File: config.mk
export PLATFORM = sky130hd
export DESIGN_NAME = fetch_queue
export DESIGN_NICKNAME = d
export VERILOG_FILES = /design/src/rtl/fetch_queue.sv
export SDC_FILE = /design/constraint.sdc
export NUM_CORES = 1
export LEC_CHECK = 0
export ABC_AREA = 1
export BUFFER_PORTS_ARGS = -buffer_cell sky130_fd_sc_hd__buf_2
export CAP_MARGIN = 25
export CORE_MARGIN = 3
export CORE_UTILIZATION = 57
export CTS_CLUSTER_SIZE = 8
export DETAILED_ROUTE_END_ITERATION = 10
export PLACE_DENSITY = 0.79
export RECOVER_POWER = 25
export SYNTH_ARGS = -nofsm -noshare
export SYNTH_HDL_FRONTEND = slang
export SYNTH_SLANG_ARGS = --single-unit
File: constraint.sdc
create_clock -name clk -period 3.4 [get_ports clk]
set_clock_uncertainty 0.05 [all_clocks]
set_input_delay 0.34 -clock clk [delete_from_list [all_inputs] [get_ports clk]]
set_output_delay 0.34 -clock clk [all_outputs]
set_load 0.02 [all_outputs]
File: src/rtl/fetch_queue.sv
// fetch_queue: instruction fetch front end.
// Issues one sequential read per cycle while there is room for the response,
// buffers {inst, pc_plus1} pairs in a small circular FIFO, and flushes
// everything (queued entries and the in-flight read) on a redirect.
module fetch_queue #(
  parameter int            AW       = 16,
  parameter int            IW       = 16,
  parameter int            DEPTH    = 4,
  parameter logic [AW-1:0] RESET_PC = '0
) (
  input  logic                     clk,
  input  logic                     rst,
  output logic                     imem_req,
  output logic [AW-1:0]            imem_addr,
  input  logic [IW-1:0]            imem_rdata,
  input  logic                     redirect,
  input  logic [AW-1:0]            redirect_pc,
  output logic                     out_valid,
  output logic [IW-1:0]            out_inst,
  output logic [AW-1:0]            out_pc_plus1,
  input  logic                     out_ready,
  output logic [$clog2(DEPTH):0]   count
);

  localparam int            PW      = $clog2(DEPTH);
  localparam int            CW      = PW + 1;
  localparam logic [CW-1:0] DEPTH_C = CW'(DEPTH);

  logic [AW-1:0] fetch_pc;
  logic          inflight;
  logic [AW-1:0] inflight_pc1;
  logic [PW-1:0] wr_ptr;
  logic [PW-1:0] rd_ptr;
  logic [IW-1:0] inst_mem [DEPTH];
  logic [AW-1:0] pc1_mem  [DEPTH];

  logic          push;
  logic          pop;
  logic [CW-1:0] occupancy;

  // The in-flight read already owns a slot, so it counts against capacity.
  // A pop in the same cycle earns no credit, which keeps this path short.
  assign occupancy    = count + CW'(inflight);
  assign imem_req     = !rst && !redirect && (occupancy < DEPTH_C);
  assign imem_addr    = fetch_pc;

  // A redirect hides the head and squashes the response arriving this cycle.
  assign out_valid    = (count != '0) && !redirect;
  assign out_inst     = inst_mem[rd_ptr];
  assign out_pc_plus1 = pc1_mem[rd_ptr];

  assign push         = inflight && !redirect;
  assign pop          = out_valid && out_ready;

  // Fetch pointer, in-flight tracking, FIFO pointers and occupancy.
  always_ff @(posedge clk or posedge rst) begin
    if (rst) begin
      fetch_pc     <= RESET_PC;
      inflight     <= 1'b0;
      inflight_pc1 <= '0;
      wr_ptr       <= '0;
      rd_ptr       <= '0;
      count        <= '0;
    end else if (redirect) begin
      fetch_pc <= redirect_pc;
      inflight <= 1'b0;
      wr_ptr   <= '0;
      rd_ptr   <= '0;
      count    <= '0;
    end else begin
      if (imem_req) begin
        fetch_pc     <= fetch_pc + AW'(1);
        inflight_pc1 <= fetch_pc + AW'(1);
      end
      inflight <= imem_req;
      if (push) wr_ptr <= wr_ptr + PW'(1);
      if (pop)  rd_ptr <= rd_ptr + PW'(1);
      case ({push, pop})
        2'b10:   count <= count + CW'(1);
        2'b01:   count <= count - CW'(1);
        default: count <= count;
      endcase
    end
  end

  // Entry storage; no reset needed since count gates visibility.
  always_ff @(posedge clk) begin
    if (push) begin
      inst_mem[wr_ptr] <= imem_rdata;
      pc1_mem[wr_ptr]  <= inflight_pc1;
    end
  end

  // Occupancy can never exceed the queue depth.
  always @(posedge clk) begin
    if (!rst) assert (count <= DEPTH_C);
  end

endmodule

==> results.json, run 1 <==
{
  "outcome": "finished, final reports clean",
  "place_hpwl_um": 8880,
  "yosys_warnings": 0,
  "port_buffers": 88,
  "reg2reg_slack_ns": 1.34,
  "fin_util_pct": 68.6,
  "grt-ovfl-total": 0,
  "yosysSeqAreaShare_pct": 71.0,
  "antenna_found_initial": 0,
  "cts_tree": "yes",
  "start_util_pct": 59.0,
  "grt_pass1_wl_um": 22300,
  "rsz0062_at_grt": "no",
  "max-cap-violations": 0,
  "seq_power_share_pct": 50.9,
  "syn_inst": 593,
  "cts_sinks": 168,
  "cp.required_ns": 3.01,
  "vias": 4743,
  "post-route-period-util_pct": 76.7,
  "fp.coreArea_um2": 11600,
  "htreeDepth": 4,
  "hold_viol_final": 0,
  "postSynthAreaPerCell_um2": 11.5,
  "relSlewSlack_pct": 33.8,
  "min_period_ns": 2.61,
  "peakVddDrop_v": 0.000380,
  "syn-cell-area_um2": 6820,
  "p_int_uw": 3480,
  "track_usage_pct": 22.1,
  "worstMarginPinSlew_ns": 0.991,
  "postCtsSetupBuffers": 0,
  "die-height_um": 115,
  "final_layout_size_suffix_gt1_share_pct": 18.0,
  "clkPwrFrac_pct": 37.7,
  "worstSetupEndpointType": "primary output",
  "synth_fp_nets": 635,
  "dr.pass1.iters": 5,
  "p_sw_uw": 1320,
  "cts_hold_buf": 0,
  "gp_congestion": 0.878,
  "drtIter0Drc": 422,
  "finalMaxSlewViolations": 0,
  "die_w_um": 115,
  "ys_types": 29,
  "postLayoutSetupSlackWorst_ns": 0.794,
  "critical_path_class": "reg -> out",
  "reg2reg_depth": 11,
  "via_per_inst": 5.67,
  "synth_seq_cells": 168,
  "r2r-end": "count[2]",
  "postRouteAntennaNets": 0,
  "grt_max_degree": 68,
  "powerDensity_nw_per_um2": 605,
  "hp-class": "in -> async",
  "setup_violations": 0,
  "max_freq_mhz": 384,
  "root_buffer": "clkbuf_16",
  "rows": 39,
  "area_growth_pct": 16.4,
  "clk_latency_ns": 0.43,
  "drc": 0,
  "io_pins": 89,
  "dieArea_um2": 13300,
  "drt-total-wl_um": 14000,
  "post-place-ws_ns": 1.15,
  "grt_pass1_vias": 4592,
  "fin_tns_setup_ns": 0,
  "insertedDiodeCount": 0,
  "p_leak_uw": 0.00319,
  "start_kind": "flop",
  "cp.arrival_ns": 2.22,
  "numCtsBuffers": 17,
  "power_frac_comb_pct": 11.5,
  "p_total_uw": 4800,
  "swShare_pct": 27.6,
  "post_drt_wl_per_cell_um": 16.8,
  "nets": 722,
  "post_cts_resized": 0,
  "r2r_start": "count[1]",
  "cp_max_fo": 32,
  "clock_path_buffers": 2,
  "path_clk_slew_ns": 0.07
}
-- synthesized netlist by cell type, drive strengths merged --
| library cell | number | area (µm²) |
|---|---|---|
| buf | 8 | 58.8 |
| xor2 | 2 | 17.5 |
| nand2 | 125 | 472 |
| edfxtp | 128 | 3840 |
| ha | 5 | 62.6 |
| o21ai | 69 | 345 |
| dfrtp | 40 | 1000 |
| xnor2 | 4 | 35.0 |
| nor2 | 89 | 334 |
| clkbuf | 18 | 67.6 |
| a31oi | 1 | 6.26 |
| or2 | 2 | 12.5 |
| fa | 1 | 20.0 |
| a21oi | 2 | 13.8 |
| nand4 | 5 | 31.3 |
| nand3 | 31 | 173 |
| o22ai | 32 | 200 |
| inv | 29 | 111 |
| o31ai | 1 | 7.51 |
| o21bai | 1 | 7.51 |
-- cell families (layout without fill, tap and decap cells) --
family	after synthesis	after routing	synth area share, %
and+or+nand+nor	252	252	15.0
DFF	168	168	71.0
AOI/OAI and AO/OA	106	106	8.51
buffers and inverters	55	155	3.49
adders and majority gates	6	6	1.21
xor gates and xnor gates	6	6	0.770
-- power by group through the flow --
stage / sequential (µW) / combinational, µW / clock, µW
after floorplan: 2480 / 338 / 0
after global placement: 2470 / 535 / 0
after detailed placement: 2480 / 555 / 0
after CTS: 2440 / 558 / 1840
after global routing: 2460 / 610 / 1920
final: 2440 / 551 / 1810
-- cell usage in the layout, fill, tap and decap left out, types with 2 or more instances in the layout --
cell       count
inv_6          7
nand3_1       29
o22ai_1       32
o21ai_0       67
o21ai_1        2
edfxtp_1     128
nor2_4         4
nor2_1        85
dfrtp_1       39
buf_2         72
inv_1         22
nand4_1        5
clkbuf_1      16
ha_1           5
nand2_1      124
buf_4          5
xor2_1         2
xnor2_1        4
inv_2          5
clkinv_1       2
clkbuf_16     17
inv_8          4
-- layer usage --
layer	global-route usage, %	vias to the layer above	share of wire [%]
li1	-	2246	-
met1	29.3	2303	42
met2	36.2	174	50
met3	5.32	20	6.4
met4	7.51	0	1.5
met5	0	-	0
-- per-stage QoR --
step                      cells  hold WS [ns]  instance area, µm²
after floorplan             593         0.389                6820
after global placement      804         0.439                7400
after detailed placement    804         0.457                7400
after CTS                   836        0.0633                7960
after global routing        836        0.0846                7940
final                       836        0.0559                7940
-- registers in the layout (all words and copies together), names as in the netlist --
register      cells
inflight          1
imem_addr        16
inflight_pc1     16
inst_mem         64
rd_ptr            2
wr_ptr            2
pc1_mem          64
count             3
-- how the worst max path moves through the flow --
stage	to	from	slack [ns]	depth (start not counted)
floorplan	inst_mem[2][0]	wr_ptr[0]	0.92	4
global placement	pc1_mem[1][11]	redirect	1.24	4
detailed placement	pc1_mem[2][11]	redirect	1.15	4
CTS	out_pc_plus1[1]	rd_ptr[1]	0.78	4
global route	out_pc_plus1[1]	rd_ptr[1]	0.68	4
finish	out_pc_plus1[1]	rd_ptr[1]	0.79	4
-- cell type report --
type | count | area (µm²)
fillers | 828 | 3630
clock inverters | 15 | 131
flip-flops and latches | 168 | 4850
repair buffers | 94 | 478
inverters | 29 | 111
clock buffers | 17 | 425
multi-input cells | 370 | 1770
well taps | 143 | 179
-- worst max-delay path: stages, from the launching register on --
cell and delay [ns]:
dfrtp_1 0.38, inv_1 0.66, o21ai_0 0.25, o22ai_1 0.27, buf_2 0.22
Note: power is estimated with default switching activity, not from simulation.
==> run 2, diff against run 1 <==
- CORE_UTILIZATION: 57 -> 52
- PLACE_DENSITY: 0.79 -> 0.76
- clock period: 3.4 -> 2.1 ns (I/O delays scaled with it)
==> run 2 against run 1 <==
  * Critical endpoint is now out_inst[13]
  * Die area is 9.1% higher
  * Worst hold slack worse by 0.0046 ns
  * Core utilization is 2.2 points lower
  * Highest routed layer unchanged
  * Design area is 6.5% higher
  * Critical path depth is 1 higher
  * Wire length is 6.3% higher
  * First-iteration DRC count is 15% lower
==> results.json, run 2 (synthesis gave the netlist of run 1 again) <==
{
  "setup_violations": 0,
  "swShare_pct": 26.5,
  "hp-class": "in -> reg",
  "post-route-period-util_pct": 94.8,
  "start_util_pct": 53.6,
  "area_growth_pct": 24.0,
  "grt_pass1_wl_um": 23700,
  "min_from": "redirect_pc[15]",
  "io_pins": 89,
  "drc": 0,
  "clock_path_buffers": 2,
  "die_w_um": 121,
  "clkPwrFrac_pct": 36.5,
  "peakVddDrop_v": 0.000568,
  "max_freq_mhz": 502,
  "mostFrequentLayoutCells": "edfxtp_1 (128), nand2_1 (124), nor2_1 (84), buf_2 (75), o21ai_0 (67)",
  "grt-ovfl-total": 0,
  "dr.pass1.iters": 5,
  "reg2reg_depth": 11,
  "via_per_inst": 5.42,
  "grt_max_degree": 68,
  "outcome": "finished, final reports clean",
  "start_kind": "flop",
  "finalMaxSlewViolations": 0,
  "min_period_ns": 1.99,
  "seq_power_share_pct": 50.8,
  "hold_slack_ns": 0.0512,
  "reg.largest.list": "inst_mem (64), pc1_mem (64)",
  "power_frac_comb_pct": 12.8,
  "place_area_um2": 7550,
  "path_clk_slew_ns": 0.07,
  "hold_viol_final": 0,
  "min_to": "imem_addr[15]",
  "die-height_um": 121,
  "max-cap-violations": 0,
  "insertedDiodeCount": 0,
  "p_int_uw": 5730,
  "place_hpwl_um": 8580,
  "postRouteAntennaNets": 0,
  "drtIter0Drc": 358,
  "vias": 4898,
  "nets": 761,
  "cts_tree": "yes",
  "drt-total-wl_um": 14900,
  "relSlewSlack_pct": 66.8,
  "fill_cells": 942,
  "worstMarginPinSlew_ns": 0.498,
  "cts_sinks": 168,
  "port_buffers": 88,
  "grt_pass1_vias": 4743,
  "rows": 41,
  "clk_latency_ns": 0.42,
  "p_leak_uw": 0.00339,
  "worstSetupEndpointType": "primary output",
  "final_common_cell": "edfxtp_1",
  "cp_max_fo": 19,
  "whs_path_depth": 5,
  "post_drt_wl_per_cell_um": 16.5,
  "stdcell_area_um2": 8450,
  "cp.arrival_ns": 1.73,
  "r2r-end": "count[2]",
  "antenna_found_initial": 0,
  "fin_tns_setup_ns": 0,
  "track_usage_pct": 21.1,
  "critical_path_class": "reg -> out",
  "cp.required_ns": 1.84,
  "final_layout_size_suffix_gt1_share_pct": 19.3,
  "powerDensity_nw_per_um2": 923,
  "root_buffer": "clkbuf_16",
  "reg2reg_slack_ns": 0.15,
  "dieArea_um2": 14500,
  "fp.coreArea_um2": 12700,
  "r2r_start": "count[1]",
  "numCtsBuffers": 17,
  "gp_congestion": 0.937,
  "htreeDepth": 4,
  "p_sw_uw": 2070
}
==> run 2: critical path, cell delays in order (launching register included) <==
cell	delay (ns)
dfrtp_2	0.48
inv_8	0.14
buf_6	0.19
o21ai_0	0.10
o22ai_1	0.19
buf_2	0.20
==> run 2: final cells by class <==
cell class / count / area (µm²) / share of cell area, %
sequential: 168 / 4850 / 57.3
multi-input combinational: 370 / 1780 / 21.0
timing repair buffer: 133 / 950 / 11.2
clock buffer: 19 / 454 / 5.37
tap: 172 / 215 / 2.55
inverter: 29 / 119 / 1.41
clock inverter: 13 / 91.3 / 1.08
==> run 2: power groups by stage <==
stage	sequential (µW)	clock [µW]	combinational (µW)
after floorplan	4020	0	549
after global placement	4000	0	890
after detailed placement	4020	0	914
after CTS	3950	2890	965
after global routing	3980	3040	1100
final	3960	2840	997
==> run 2: how the worst max path moves through the flow <==
stage                         start             end  slack, ns  cells after the start
after floorplan           wr_ptr[0]  inst_mem[2][0]       0.14                      4
after global placement     count[0]        count[2]       0.26                     11
after detailed placement   count[0]        count[2]       0.11                     11
after CTS                 rd_ptr[0]    out_inst[13]       0.03                      5
after global routing       count[1]        count[2]     -0.009                     11
final                     rd_ptr[0]    out_inst[13]       0.11                      5
==> run 2: stage by stage <==
| stage | worst slack [ns] | cells | power (µW) | util, % |
|---|---|---|---|---|
| detailed placement | 0.107 | 840 | 4930 | 59.4 |
| finish | 0.109 | 904 | 7800 | 66.5 |
| global placement | 0.261 | 840 | 4890 | 59.4 |
| CTS | 0.0280 | 902 | 7810 | 66.0 |
| global route | -0.00883 | 904 | 8120 | 66.5 |
| floorplan | 0.142 | 593 | 4570 | - |
==> run 2: timing repair <==
action,4_1_cts,5_1_grt
endpoints found under the hold margin,117,0
cloned,0,1
setup endpoints to repair,7,5
resized for setup,1,7
hold buffers,30,0
pin swaps,0,1
buffers inserted,0,1
==> run 2: routing by layer <==
| layer | global-route usage [%] | share of wire [%] | vias up |
|---|---|---|---|
| met3 | 5.00 | 6.2 | 30 |
| li1 | - | - | 2323 |
| met5 | 0 | 0 | - |
| met1 | 27.3 | 42 | 2354 |
| met4 | 8.00 | 2.4 | 0 |
| met2 | 35.0 | 49 | 191 |
